==> config.mk <==
export PLATFORM = sky130hd
export DESIGN_NAME = instr_encoder
export DESIGN_NICKNAME = d
export VERILOG_FILES = /design/src/rtl/instr_encoder_pkg.sv /design/src/rtl/instr_legal_chk.sv /design/src/rtl/instr_encoder.sv
export SDC_FILE = /design/constraint.sdc
export NUM_CORES = 1
export LEC_CHECK = 0
export CAP_MARGIN = 20
export CORE_MARGIN = 2
export CORE_UTILIZATION = 40
export CTS_BUF_LIST = sky130_fd_sc_hd__clkbuf_16
export CTS_CLUSTER_SIZE = 8
export DETAILED_ROUTE_END_ITERATION = 8
export PLACE_DENSITY = 0.77
export SLEW_MARGIN = 20
export SYNTH_ARGS = -nofsm -noshare
export SYNTH_HDL_FRONTEND = slang
export SYNTH_HIERARCHICAL = 1
export SYNTH_SLANG_ARGS = --single-unit
==> constraint.sdc <==
create_clock -name clk -period 3.4 [get_ports clk]
set_input_delay 0.68 -clock clk [delete_from_list [all_inputs] [get_ports clk]]
set_output_delay 0.68 -clock clk [all_outputs]
set_load 0.1 [all_outputs]
==> src/rtl/instr_encoder_pkg.sv <==
// instr_encoder_pkg: shared opcodes, data-processing cmd values, NV condition and FSM states
package instr_encoder_pkg;
  localparam logic [1:0] OP_DP = 2'b00;
  localparam logic [1:0] OP_MEM = 2'b01;
  localparam logic [1:0] OP_BR = 2'b10;
  localparam logic [3:0] CMD_AND = 4'b0000;
  localparam logic [3:0] CMD_EOR = 4'b0001;
  localparam logic [3:0] CMD_SUB = 4'b0010;
  localparam logic [3:0] CMD_ADD = 4'b0100;
  localparam logic [3:0] CMD_ORR = 4'b1100;
  localparam logic [3:0] COND_NV = 4'b1111;
  typedef enum logic [1:0] {S_IDLE, S_LOAD, S_WRITE, S_DONE} state_t;
endpackage

==> src/rtl/instr_legal_chk.sv <==
// instr_legal_chk: flags whether cond/op/funct fall inside the subset the multicycle core decodes
// ports: cond/op/funct in, legal out (combinational)
module instr_legal_chk
  import instr_encoder_pkg::*;
(
  input  logic [3:0] cond,
  input  logic [1:0] op,
  input  logic [5:0] funct,
  output logic       legal
);
  logic dp_ok;
  always_comb begin
    dp_ok = funct[4:1] == CMD_ADD || funct[4:1] == CMD_SUB || funct[4:1] == CMD_AND ||
            funct[4:1] == CMD_ORR || funct[4:1] == CMD_EOR;
    legal = cond != COND_NV && (op == OP_DP  ? dp_ok :
                                op == OP_MEM ? !funct[2] && !funct[1] :
                                op == OP_BR  ? funct[5] : 1'b0);
  end
endmodule

==> src/rtl/instr_encoder.sv <==
// instr_encoder: packs legal instruction field beats into ARM words and writes them to memory from a base address
// ports: clk/reset (sync, active-low); start/base_adr session control; in_* field stream;
//        mem_we/mem_adr/mem_wd/mem_ack memory write; busy/done/err/err_count/word_count status
module instr_encoder
  import instr_encoder_pkg::*;
#(
  parameter int MAX_WORDS = 256,
  parameter int CNT_W = 9
) (
  input  logic             clk,
  input  logic             reset,
  input  logic             start,
  input  logic [31:0]      base_adr,
  input  logic             in_valid,
  output logic             in_ready,
  input  logic             in_last,
  input  logic [3:0]       in_cond,
  input  logic [1:0]       in_op,
  input  logic [5:0]       in_funct,
  input  logic [3:0]       in_rn,
  input  logic [3:0]       in_rd,
  input  logic [11:0]      in_src2,
  output logic             mem_we,
  output logic [31:0]      mem_adr,
  output logic [31:0]      mem_wd,
  input  logic             mem_ack,
  output logic             busy,
  output logic             done,
  output logic             err,
  output logic [CNT_W-1:0] err_count,
  output logic [CNT_W-1:0] word_count
);
  state_t state, state_n;
  logic legal, take, ok, last_q;
  instr_legal_chk u_chk (.cond(in_cond), .op(in_op), .funct(in_funct), .legal(legal));
  assign take = in_valid && state == S_LOAD;
  assign ok = legal && word_count != CNT_W'(MAX_WORDS);
  assign in_ready = state == S_LOAD;
  assign mem_we = state == S_WRITE;
  assign busy = state != S_IDLE;
  assign done = state == S_DONE;
  always_comb begin
    state_n = state;
    case (state)
      S_IDLE:  state_n = start ? S_LOAD : S_IDLE;
      S_LOAD:  state_n = !take ? S_LOAD : ok ? S_WRITE : in_last ? S_DONE : S_LOAD;
      S_WRITE: state_n = !mem_ack ? S_WRITE : last_q ? S_DONE : S_LOAD;
      default: state_n = S_IDLE;
    endcase
  end
  always_ff @(posedge clk) begin
    if (!reset) begin
      state <= S_IDLE;
      mem_adr <= '0;
      mem_wd <= '0;
      last_q <= 1'b0;
      err <= 1'b0;
      err_count <= '0;
      word_count <= '0;
    end else begin
      state <= state_n;
      if (state == S_IDLE && start) begin
        mem_adr <= {base_adr[31:2], 2'b00};
        err <= 1'b0;
        err_count <= '0;
        word_count <= '0;
      end
      if (take && ok) begin
        mem_wd <= {in_cond, in_op, in_funct, in_rn, in_rd, in_src2};
        last_q <= in_last;
      end
      if (take && !ok) begin
        err <= 1'b1;
        err_count <= err_count + CNT_W'(1);
      end
      if (state == S_WRITE && mem_ack) begin
        mem_adr <= mem_adr + 32'd4;
        word_count <= word_count + CNT_W'(1);
      end
    end
  end
endmodule

==> flow_summary_export.csv <==
group,metric,value,unit
status,status,"complete, no violations",
detailed_routing,postRouteAntennaNets,0,
floorplanning,die_w,104,µm
detailed_routing,avgRoutedWirePerCell,15.4,µm
critical_path,crit_type,"input pin to flip-flop",
clocking,cts_tree,"done",
layout,layout.cells.non_filler,786,
worst_hold_path,hold_path_end,"mem_wd[28]",
detailed_routing,routed_wl,12.1,mm
critical_path,cp.required,3590,ps
layout,finalNetCount,722,
clocking,cts_root_buf,"clkbuf_16",
detailed_routing,routed-via-count,4320,
logic_synthesis,synth_area_leaders,"dfxtp_1 42%, nand2_1 11%, a21oi_1 7.7%",
grt,use_met3,8.56,%
detailed_routing,drt_iter0_drc,204,
worst_hold_path,worstHoldStart,"mem_wd[28]",
floorplanning,ioPinCount,157,
clocking,cts.path.max_buffers,2,
logic_synthesis,yosysUniqueCellTypes,58,
clocking,cts.sinks,84,
detailed_routing,drc_errors,0,
logic_synthesis,synthFlopType,"dfxtp_1",
layout,layout-drive-gt1-share,15.2,%
logic_synthesis,async_reset_ff_share,0,%
timing,setup_tns,0,ps
critical_path,cpMaxStageDelayCell,"clkdlybuf4s50_1",
worst_hold_path,hp-class,"flip-flop to flip-flop",
timing,max_freq,365,MHz
timing,worstMarginPinSlew,999,ps
power,p_leak,2.18,nW
grt,grt_pass1_wl,20.3,mm
logic_synthesis,synthCells,502,
critical_path,worstPathArrival,2930,ps
grt,first_global_vias,4190,
power,p_per_area,476,mW/mm²
floorplanning,core,0.00968,mm²
clocking,cts_resized,0,
floorplanning,die_height,104,µm
layout,area.growth.synth_to_final,46.5,%
clocking,post_cts_buffers,0,
clocking,cts-buffers-inserted,9,
timing,slew_viol_final,0,
clocking,cts_max_level,3,
critical_path,slowest_delay,540,ps
placed_design,place_inst,770,
floorplanning,rows,36,
grt,gr-max-usage-layer,"met2",
placed_design,port_buffers,152,
clocking,ctsHoldBuffers,0,
critical_path,regToRegSetupSlack,1160,ps
layout,layout_common_cells,"116 x nand2_1, 95 x clkdlybuf4s50_1, 84 x dfxtp_1",
run,cap_violations,0,
floorplanning,dieArea,0.0107,mm²
clocking,clk_latency,340,ps
logic_synthesis,ys_seq_area_share,42.4,%
worst_hold_path,timing.hold.worst_path_depth,2,
logic_synthesis,synthesis.area,0.00397,mm²
critical_path,path_buf_inv,2,
timing,relSlewSlack,33.2,%
critical_path,worstRegToRegCells,6,
timing,min_period,2740,ps
floorplanning,start_util,40.9,%
layout,multi_input_area,0.00215,mm²
critical_path,path_max_fanout,26,
grt,grtUsageMet2,37.5,%
grt,gr-usage-met1,27.1,%
logic_synthesis,ys_ff_latch,84,
critical_path,crit_path_frequent_cell,"nand2_1",
critical_path,crit_family,"compound AO/OA/AOI/OAI gates",
critical_path,path_cells,"clkdlybuf4s50_1 > mux2i_1 > a2111oi_2 > a211oi_1 > o41a_1 > nand2_1 > buf_12 > nand2_1 > a21oi_1",
power,ir_drop,224,µV
grt,track_usage,22.7,%
timing,fin_crit_sh,80.5,%
timing,finalSetupViolCount,0,
grt,grt_max_degree,40,
critical_path,cp-end-kind,"flip-flop",
placed_design,dp_hpwl,8.75,mm
timing,skew,5.69,ps
logic_synthesis,synth_edf_count,0,
critical_path,reg2reg_from,"mem_adr[2]",
grt,grt_overflow,0,
critical_path,critPathLaunchType,"input pin",
critical_path,rr_endpoint,"mem_adr[22]",
layout,seqCellArea,0.00168,mm²
layout,diodes,0,
layout,layout_commonest_cell,"nand2_1",
logic_synthesis,yosysWarnings,6,
timing,rsz0062_at_grt,"false",
grt,antenna_found_initial,0,
timing,finalHoldViolCount,0,
detailed_routing,dr.pass1.iters,5,
logic_synthesis,yosysTopAreaCell,"dfxtp_1",
placed_design,place_congestion,0.877,
logic_synthesis,synth_top_cell_area_share,42.4,%
layout,fill_cells,856,
detailed_routing,routed_via_density,5.50,
logic_synthesis,avgSynthCellArea,7.90,µm²
clocking,path_clk_slew,60,ps
==> metrics by stage <==
step                total power [mW]  worst slack [ps]  util (%)  hold WS (ps)  cell area (µm²)
floorplan                       1.54               332         -           431             3970
global placement                1.74               293      56.7           438             5490
detailed placement              1.75               257      56.7           448             5490
CTS                             2.79               615      60.0           456             5810
global route                    2.87               477      60.0           476             5810
finish                          2.77               663      60.0           453             5810
==> cell usage after synthesis (2+ instances only) <==
| cell type | number |
|---|---|
| a21oi_1 | 61 |
| nor2_1 | 29 |
| o311ai_0 | 3 |
| nand2_1 | 116 |
| a31oi_1 | 6 |
| dfxtp_1 | 84 |
| nor4_1 | 4 |
| o22ai_1 | 4 |
| and4_1 | 8 |
| nand3b_1 | 5 |
| mux2_2 | 4 |
| xor2_1 | 8 |
| xnor2_1 | 2 |
| o31ai_1 | 2 |
| or4_1 | 2 |
| and2_1 | 4 |
| a2bb2oi_1 | 2 |
| nor3b_1 | 3 |
| o21ai_0 | 13 |
| a311oi_1 | 2 |
| buf_4 | 2 |
| a221oi_1 | 2 |
| nor3_1 | 6 |
| nand3_1 | 24 |
| clkbuf_1 | 23 |
| nor2b_1 | 2 |
| a22oi_1 | 6 |
| inv_1 | 6 |
| buf_2 | 3 |
| a211oi_1 | 2 |
| mux2i_1 | 5 |
| ha_1 | 4 |
| nand4_1 | 18 |
| nand2b_1 | 2 |
| o211ai_1 | 4 |
| and3_1 | 9 |
==> cells by family (layout without fill, tap and decap cells) <==
logic type	count (synthesis)	after routing	share of synthesized area, %
buffers and inverters	35	185	3.60
xor gates and xnor gates	10	10	2.21
DFF	84	84	42.4
adders and majority gates	4	4	1.26
and+or+nand+nor	242	242	29.5
other	1	2	0.0946
AOI/OAI and AO/OA	117	117	18.5
muxes	9	9	2.40
==> final cells by class <==
class | count | share of cell area (%)
multi-input combinational | 384 | 37.0
clock inverter | 7 | 1.57
clock buffer | 9 | 3.88
tap | 133 | 2.86
sequential | 84 | 28.9
inverter | 7 | 0.452
timing repair buffer | 162 | 25.2
==> metal layers <==
| metal | wire length (µm) | up-vias |
|---|---|---|
| li1 | - | 2095 |
| met1 | 4820 | 2011 |
| met2 | 5830 | 197 |
| met3 | 1260 | 17 |
| met4 | 207 | 0 |
| met5 | 0 | - |
==> worst max-delay path by stage <==
| stage | depth (start not counted) | slack, ps | start | end |
|---|---|---|---|---|
| after global placement | 9 | 290 | in_funct[3] | last_q |
| final | 9 | 660 | in_funct[3] | last_q |
| after CTS | 9 | 610 | in_funct[3] | last_q |
| after detailed placement | 9 | 260 | in_funct[3] | last_q |
| after floorplan | 6 | 330 | state[0] | mem_wd[24] |
| after global routing | 9 | 480 | in_funct[3] | last_q |
==> state kept, by name, indices dropped and copies added, names as in the netlist <==
| register | count |
|---|---|
| err_count | 9 |
| last_q | 1 |
| mem_wd | 32 |
| state | 2 |
| err | 1 |
| word_count | 9 |
| mem_adr | 30 |
==> power by group <==
| part | internal [mW] | switching, mW | total [mW] |
|---|---|---|---|
| clock | 0.640 | 0.400 | 1.04 |
| sequential | 1.02 | 0.0543 | 1.08 |
| combinational | 0.189 | 0.458 | 0.647 |
==> worst reg2reg max path: cells and delay by family (launching register included) <==
kind,cells,cell delay [ps]
AO/OA/AOI/OAI,1,160
flip-flops,1,420
AND/OR/NAND/NOR,4,1320
adder cells (fa/ha/maj),1,280
(Power assumes the default switching activity.)
